$ cat src/rtl/pma_rx_symbol_aligner.sv
// pma_rx_symbol_aligner: locks the 10-bit symbol boundary to K28.5 commas and emits aligned symbols
module pma_rx_symbol_aligner (
    input  logic       CLK_5G,
    input  logic       Rst,
    input  logic       Ser_in,
    input  logic       Bit_En,
    input  logic       RxPolarity,
    output logic [9:0] Data_out,
    output logic       Data_Valid,
    output logic       K285,
    output logic       Symbol_Lock,
    output logic       Realign
);
    localparam logic [1:0] SEARCH = 2'd0, CONFIRM = 2'd1, LOCKED = 2'd2;
    logic [9:0] sh_q, sh_d, data_q, data_d, nxt;
    logic [3:0] cnt_q, cnt_d;
    logic [1:0] state_q, state_d;
    logic valid_q, valid_d, k_q, k_d, realign_q, realign_d;
    logic comma, boundary, searching, emit;
    always_comb begin
        nxt = {Ser_in ^ RxPolarity, sh_q[9:1]};
        comma = (nxt == 10'h17C) || (nxt == 10'h283);
        boundary = cnt_q == 4'd9;
        searching = state_q == SEARCH;
        emit = Bit_En && (comma || (boundary && !searching));
        realign_d = Bit_En && comma && !boundary && !searching;
        sh_d = Bit_En ? nxt : sh_q;
        cnt_d = !Bit_En ? cnt_q : emit ? 4'd0 : searching ? cnt_q : cnt_q + 4'd1;
        state_d = !Bit_En ? state_q :
                  searching ? (comma ? CONFIRM : SEARCH) :
                  realign_d ? CONFIRM :
                  (state_q == CONFIRM && boundary && comma) ? LOCKED : state_q;
        data_d = emit ? nxt : data_q;
        valid_d = emit;
        k_d = emit && comma;
    end
    always_ff @(posedge CLK_5G or posedge Rst) begin
        if (Rst) begin
            sh_q <= '0;
            cnt_q <= '0;
            state_q <= SEARCH;
            data_q <= '0;
            valid_q <= 1'b0;
            k_q <= 1'b0;
            realign_q <= 1'b0;
        end else begin
            sh_q <= sh_d;
            cnt_q <= cnt_d;
            state_q <= state_d;
            data_q <= data_d;
            valid_q <= valid_d;
            k_q <= k_d;
            realign_q <= realign_d;
        end
    end
    assign Data_out = data_q;
    assign Data_Valid = valid_q;
    assign K285 = k_q;
    assign Realign = realign_q;
    assign Symbol_Lock = state_q == LOCKED;
endmodule

$ cat config.mk
export PLATFORM = sky130hd
export DESIGN_NAME = pma_rx_symbol_aligner
export DESIGN_NICKNAME = d
export VERILOG_FILES = /design/src/rtl/pma_rx_symbol_aligner.sv
export SDC_FILE = /design/constraint.sdc
export NUM_CORES = 1
export LEC_CHECK = 0
export ABC_AREA = 1
export CAP_MARGIN = 20
export CORE_ASPECT_RATIO = 1.2
export CORE_MARGIN = 5
export CORE_UTILIZATION = 45
export DETAILED_ROUTE_END_ITERATION = 10
export GPL_ROUTABILITY_DRIVEN = 0
export PLACE_DENSITY = 0.68
export SETUP_SLACK_MARGIN = 0.2
export SLEW_MARGIN = 20
export SYNTH_ARGS = -nofsm -noshare
export SYNTH_HDL_FRONTEND = slang
export SYNTH_SLANG_ARGS = --single-unit
$ cat constraint.sdc
create_clock -name CLK_5G -period 2.8 [get_ports CLK_5G]
set_clock_uncertainty 0.1 [all_clocks]
set_input_delay 0.42 -clock CLK_5G [delete_from_list [all_inputs] [get_ports CLK_5G]]
set_output_delay 0.42 -clock CLK_5G [all_outputs]
set_load 0.03 [all_outputs]
======== After elaboration in Yosys (flattened, before gate mapping) ========
Index checks and enable logic that the tools add are counted.
W data, S select, Z words.
cells by class
  reduce and logical (&&, ||, !) cells .... 16
  muxes and demuxes ....................... 6
  shift-type cells ........................ 0
  bitwise logic cells ..................... 1
  $add $sub $neg .......................... 1
  equality and inequality tests ........... 6
  divide/modulo/power cells ............... 0
  magnitude comparators ................... 0
  multipliers ............................. 0
operators with widths
  kind                    count
  $eq A10 B10 Y1 const B  1
  $eq A10 B9 Y1 const B   1
  $logic_and A1 B1 Y1     8
  $mux W4                 2
  $mux W2                 3
  $add A4 B1 Y4 const B   1
  $eq A4 B4 Y1 const B    1
  $reduce_and A2 Y1       2
  $reduce_bool A3 Y1      1
  $eq A2 B1 Y1 const B    1
  $eq A2 B2 Y1 const B    1
  $logic_not A1 Y1        2
  $logic_not A2 Y1        1
  $logic_or A1 B1 Y1      2
  $ne A2 B2 Y1 const B    1
  $mux W1                 1
  $xor A1 B1 Y1           1
storage, ports and cells
  memory bits (writable) .................. 0
  memories kept ........................... 0
  bits in read-only memories .............. 0
  word-level logic and storage cells ...... 37
  flip-flop bits (word level) ............. 29
  input bits .............................. 5
  bits in latches ......................... 0

======== Depth between registers and ports, before layout ========
  depth after elaboration ................. 8
  depth in mapped cells ................... 11
  depth with buffers taken out ............ 11

======== Least setup slack after synthesis ========
Ideal clock, no wire load.
  path kind ............................... in2reg
  start ................................... input Ser_in
  end ..................................... register data_q[0] (netlist: Data_out[0])
  path buffers ............................ 1
  arrival time ............................ 1.183 ns
  stages .................................. 11
  setup slack ............................. 1.397 ns
  cell sequence ........................... inv_1 > nand2_1 > nand2_1 > nor2_1 > nand2_1 > nand2_2 > nand2_4 > nand2_4 > buf_6 > nor2_1 > a21oi_2
between the ends
  longest elaborated chain between the ends .. 5
  elaborated cells between the ends (all ways) .. 6
  classes of those cells .................. 2 x eq/ne; 1 x bitwise; 3 x reduce/logical
RTL lines
  what                                             RTL line  RTL
  start, declared                                  5         input logic Ser_in,
  $xor A1 B1 Y1 *                                  21        nxt = {Ser_in ^ RxPolarity, sh_q[9:1]};
  $eq A10 B9 Y1 or $eq A10 B10 Y1 (tied branches)  22        comma = (nxt == 10'h17C) || (nxt == 10'h283);
  $logic_or A1 B1 Y1 *                             22
  $logic_or A1 B1 Y1 *                             25        emit = Bit_En && (comma || (boundary && !searching));
  $logic_and A1 B1 Y1 *                            25
  end signal, assigned                             50        data_q <= data_d;
  end, declared                                    15        logic [9:0] sh_q, sh_d, data_q, data_d, nxt;
Every way passes the cells marked *; elsewhere a longest branch is shown, timed or not.
A chain may end at the register's enable or synchronous reset.

======== Final worst setup path ========
  start ................................... register state_q[1]
  end ..................................... output Symbol_Lock
between the ends
  longest elaborated chain between the ends .. 1
RTL lines
  what                    RTL line  RTL
  start, declared         17        logic [1:0] state_q, state_d;
  start signal, assigned  49        state_q <= state_d;
  $eq A2 B2 Y1            60        assign Symbol_Lock = state_q == LOCKED;
  end, declared           11        output logic Symbol_Lock,
No other way between the ends.

==> flow_summary_export.csv <==
group,metric,value,unit
floorplan,row_count,21,
floorplan,initial_core_util,46.3,%
placement,dpl.hpwl,1690,microns
finish,nNetsFinal,171,
floorplan,core_area,2760,sq um
global_routing,grt_usage,12.7,%
clocking,htreeDepth,1,
finish,finalInstanceArea,1540,sq um
floorplan,dieArea,4010,sq um
placement,port_buffers,18,
critical_path,crit_slowest_cell,"clkdlybuf4s50_1",
clocking,cts-root-buf,"clkbuf_4",
global_routing,met3_usage,1.89,%
clocking,insertion_delay,0.32,ns
yosys,ys_warn_count,0,
yosys,synth_seq_cells,28,
finish,final_cell_mix,"dfrtp_1, nand2_1, nor2_1",
clocking,cts_setup_buffers,0,
yosys,synthesis.area,1280,sq um
drt,drt_first_pass_iters,4,
critical_path,cp.required,2.28,ns
finish,area_growth,20.3,%
drt,drt-initial-drc-count,28,
drt,ant_nets,0,
yosys,syn_avg_cell_area,8.94,sq um
global_routing,first_global_vias,931,
global_routing,grt_start_max_net_pins,29,
power_and_ir_drop,p_comb_share,36.0,%
power_and_ir_drop,p_per_area,862,nW/um^2
power_and_ir_drop,intPower,0.000858,W
clocking,cts_resized,0,
timing,grt_setup_unrepaired,"false",
yosys,syn_nets,150,
critical_path,path_delay_family,"buffers and inverters",
clocking,cts_hold_buf,0,
power_and_ir_drop,switchingPower,0.000467,W
power_and_ir_drop,netSwitchingFraction,35.3,%
clocking,cts-buffers-inserted,3,
drt,vias,930,
yosys,synthDistinctLibCells,20,
global_routing,busiest_layer,"met2",
critical_path,cp_cell_sequence,"inv_1 > nor2_1 > clkdlybuf4s50_1",
critical_path,crit_type,"flip-flop to output pin",
timing,setup_viol,0,
finish,diodes,0,
drt,route.detailed.drc,0,
timing,tightest_slew,0.392,ns
placement,postPlaceCellArea,1490,sq um
floorplan,ioPinCount,19,
critical_path,endpoint_kind,"output pin",
yosys,ys_seq_area_share,54.8,%
power_and_ir_drop,ir_worst_vdd,0.490,mV
clocking,clk_pin_slew_worst_paths,0.15,ns
power_and_ir_drop,pwr-share-seq,44.5,%
timing,fin_crit,2.07,ns
global_routing,grt_use_met2,22.5,%
global_routing,globalRouteMet1Util,15.8,%
yosys,synth_cells,143,
critical_path,cp_max_fo,4,
clocking,clockBufferDepth,2,
timing,finalHoldViolCount,0,
critical_path,worstPathArrival,1.55,ns
status,status,"completed",
timing,fin_setup_tns,0,ns
drt,routed_via_density,4.72,
critical_path,cp_num_buf_inv,2,
drt,drt_wl_total,2240,microns
finish,layout_commonest_cell,"dfrtp_1",
power_and_ir_drop,p_clk_share,19.5,%
global_routing,grt_pass1_wl,3970,microns
floorplan,die_h,68.4,microns
power_and_ir_drop,p_leak,0.728,nW
critical_path,critical_path.startpoint_type,"flip-flop",
min_path,hp-class,"input port to asynchronous set/reset pin",
clocking,cts_tree,"yes",
global_routing,antenna_found_initial,0,
global_routing,grt_overflow,0,
timing,min_period_over_period,74.0,%
floorplan,dieWidth,58.7,microns
drt,wire_per_inst,11.4,microns
timing,timing.fmax,483,MHz
job,max_cap_viol_count,0,
critical_path,max_stage_delay,0.67,ns
clocking,cts_num_sinks,28,
timing,slew_violations,0,
timing,slew_headroom,73.8,%
finish,layout-drive-gt1-share,12.3,%
final timing paths:
kind	cells past startpoint	startpoint	endpoint	slack [ns]
min in group CLK_5G	2	Data_out[7]$_DFFE_PP0P_	Data_out[7]$_DFFE_PP0P_	0.43
hold / removal	3	Rst	state_q[1]$_DFFE_PP0P_	0.34
hold reg to reg	2	Data_out[7]$_DFFE_PP0P_	Data_out[7]$_DFFE_PP0P_	0.43
max in group asynchronous	3	Rst	Data_out[9]$_DFFE_PP0P_	2.00
setup reg to reg	9	sh_q[3]$_DFFE_PP0P_	Data_out[8]$_DFFE_PP0P_	1.17
setup / recovery	3	state_q[1]$_DFFE_PP0P_	Symbol_Lock	0.73
sequential cells by signal (all words and copies together) (netlist names):
name,count
Realign,1
K285,1
Data_Valid,1
sh_q,9
Data_out,10
state_q,2
cnt_q,4
metrics by stage:
stage | util (%) | power [W] | instances | setup slack (ns) | hold slack [ns]
4_1_cts | 55.7 | 0.00134 | 197 | 0.713 | 0.346
6_report | 55.7 | 0.00132 | 197 | 0.728 | 0.338
2_1_floorplan | - | 0.000901 | 143 | 1.40 | 0.374
3_3_place_gp | 53.8 | 0.00107 | 193 | 0.729 | 0.398
5_1_grt | 55.7 | 0.00141 | 197 | 0.649 | 0.362
3_5_place_dp | 53.8 | 0.00108 | 193 | 0.680 | 0.402
final cells by class:
| cell class | instances | area, sq um |
|---|---|---|
| clock inverters | 1 | 30.0 |
| multi-input cells | 90 | 468 |
| fillers | 243 | 1220 |
| repair buffers | 20 | 195 |
| flip-flops and latches | 28 | 701 |
| inverters | 21 | 78.8 |
| clock buffers | 3 | 22.5 |
| well taps | 34 | 42.5 |
tightest hold or removal path, delay by kind of cell:
kind	cells	cell delay, ns
buffers and inverters	3	0.77
synth_stat cells (all sizes together):
cell | instances | area, sq um
clkinv | 1 | 3.75
nand2 | 27 | 119
nor2 | 20 | 75.1
ha | 2 | 25.0
nand3 | 10 | 50.1
a21oi | 13 | 98.9
xor2 | 1 | 8.76
clkbuf | 1 | 3.75
o21ai | 14 | 70.1
dfrtp | 28 | 701
xnor2 | 1 | 8.76
inv | 20 | 75.1
nor4 | 1 | 6.26
buf | 3 | 27.5
nand4 | 1 | 6.26
cell families after synthesis:
family,synth area share [%]
and+or+nand+nor,20.1
DFF,54.8
AOI/OAI and AO/OA,13.2
buffers and inverters,8.61
xor gates and xnor gates,1.37
adders and majority gates,1.96
metal layers:
layer  vias to the layer above  part of all wire [%]
li1                        491                     -
met1                       425                    46
met2                        12                    49
met3                         2                   3.9
met4                         0                  0.71
met5                         -                     0
power by group through the flow:
stage	Clock, W	Sequential [W]	Combinational, W
2_1_floorplan	0	0.000711	0.000190
4_1_cts	0.000266	0.000590	0.000483
3_3_place_gp	0	0.000594	0.000472
3_5_place_dp	0	0.000599	0.000484
6_report	0.000258	0.000590	0.000477
5_1_grt	0.000279	0.000606	0.000525
Note: power is estimated with default switching activity, not from simulation.
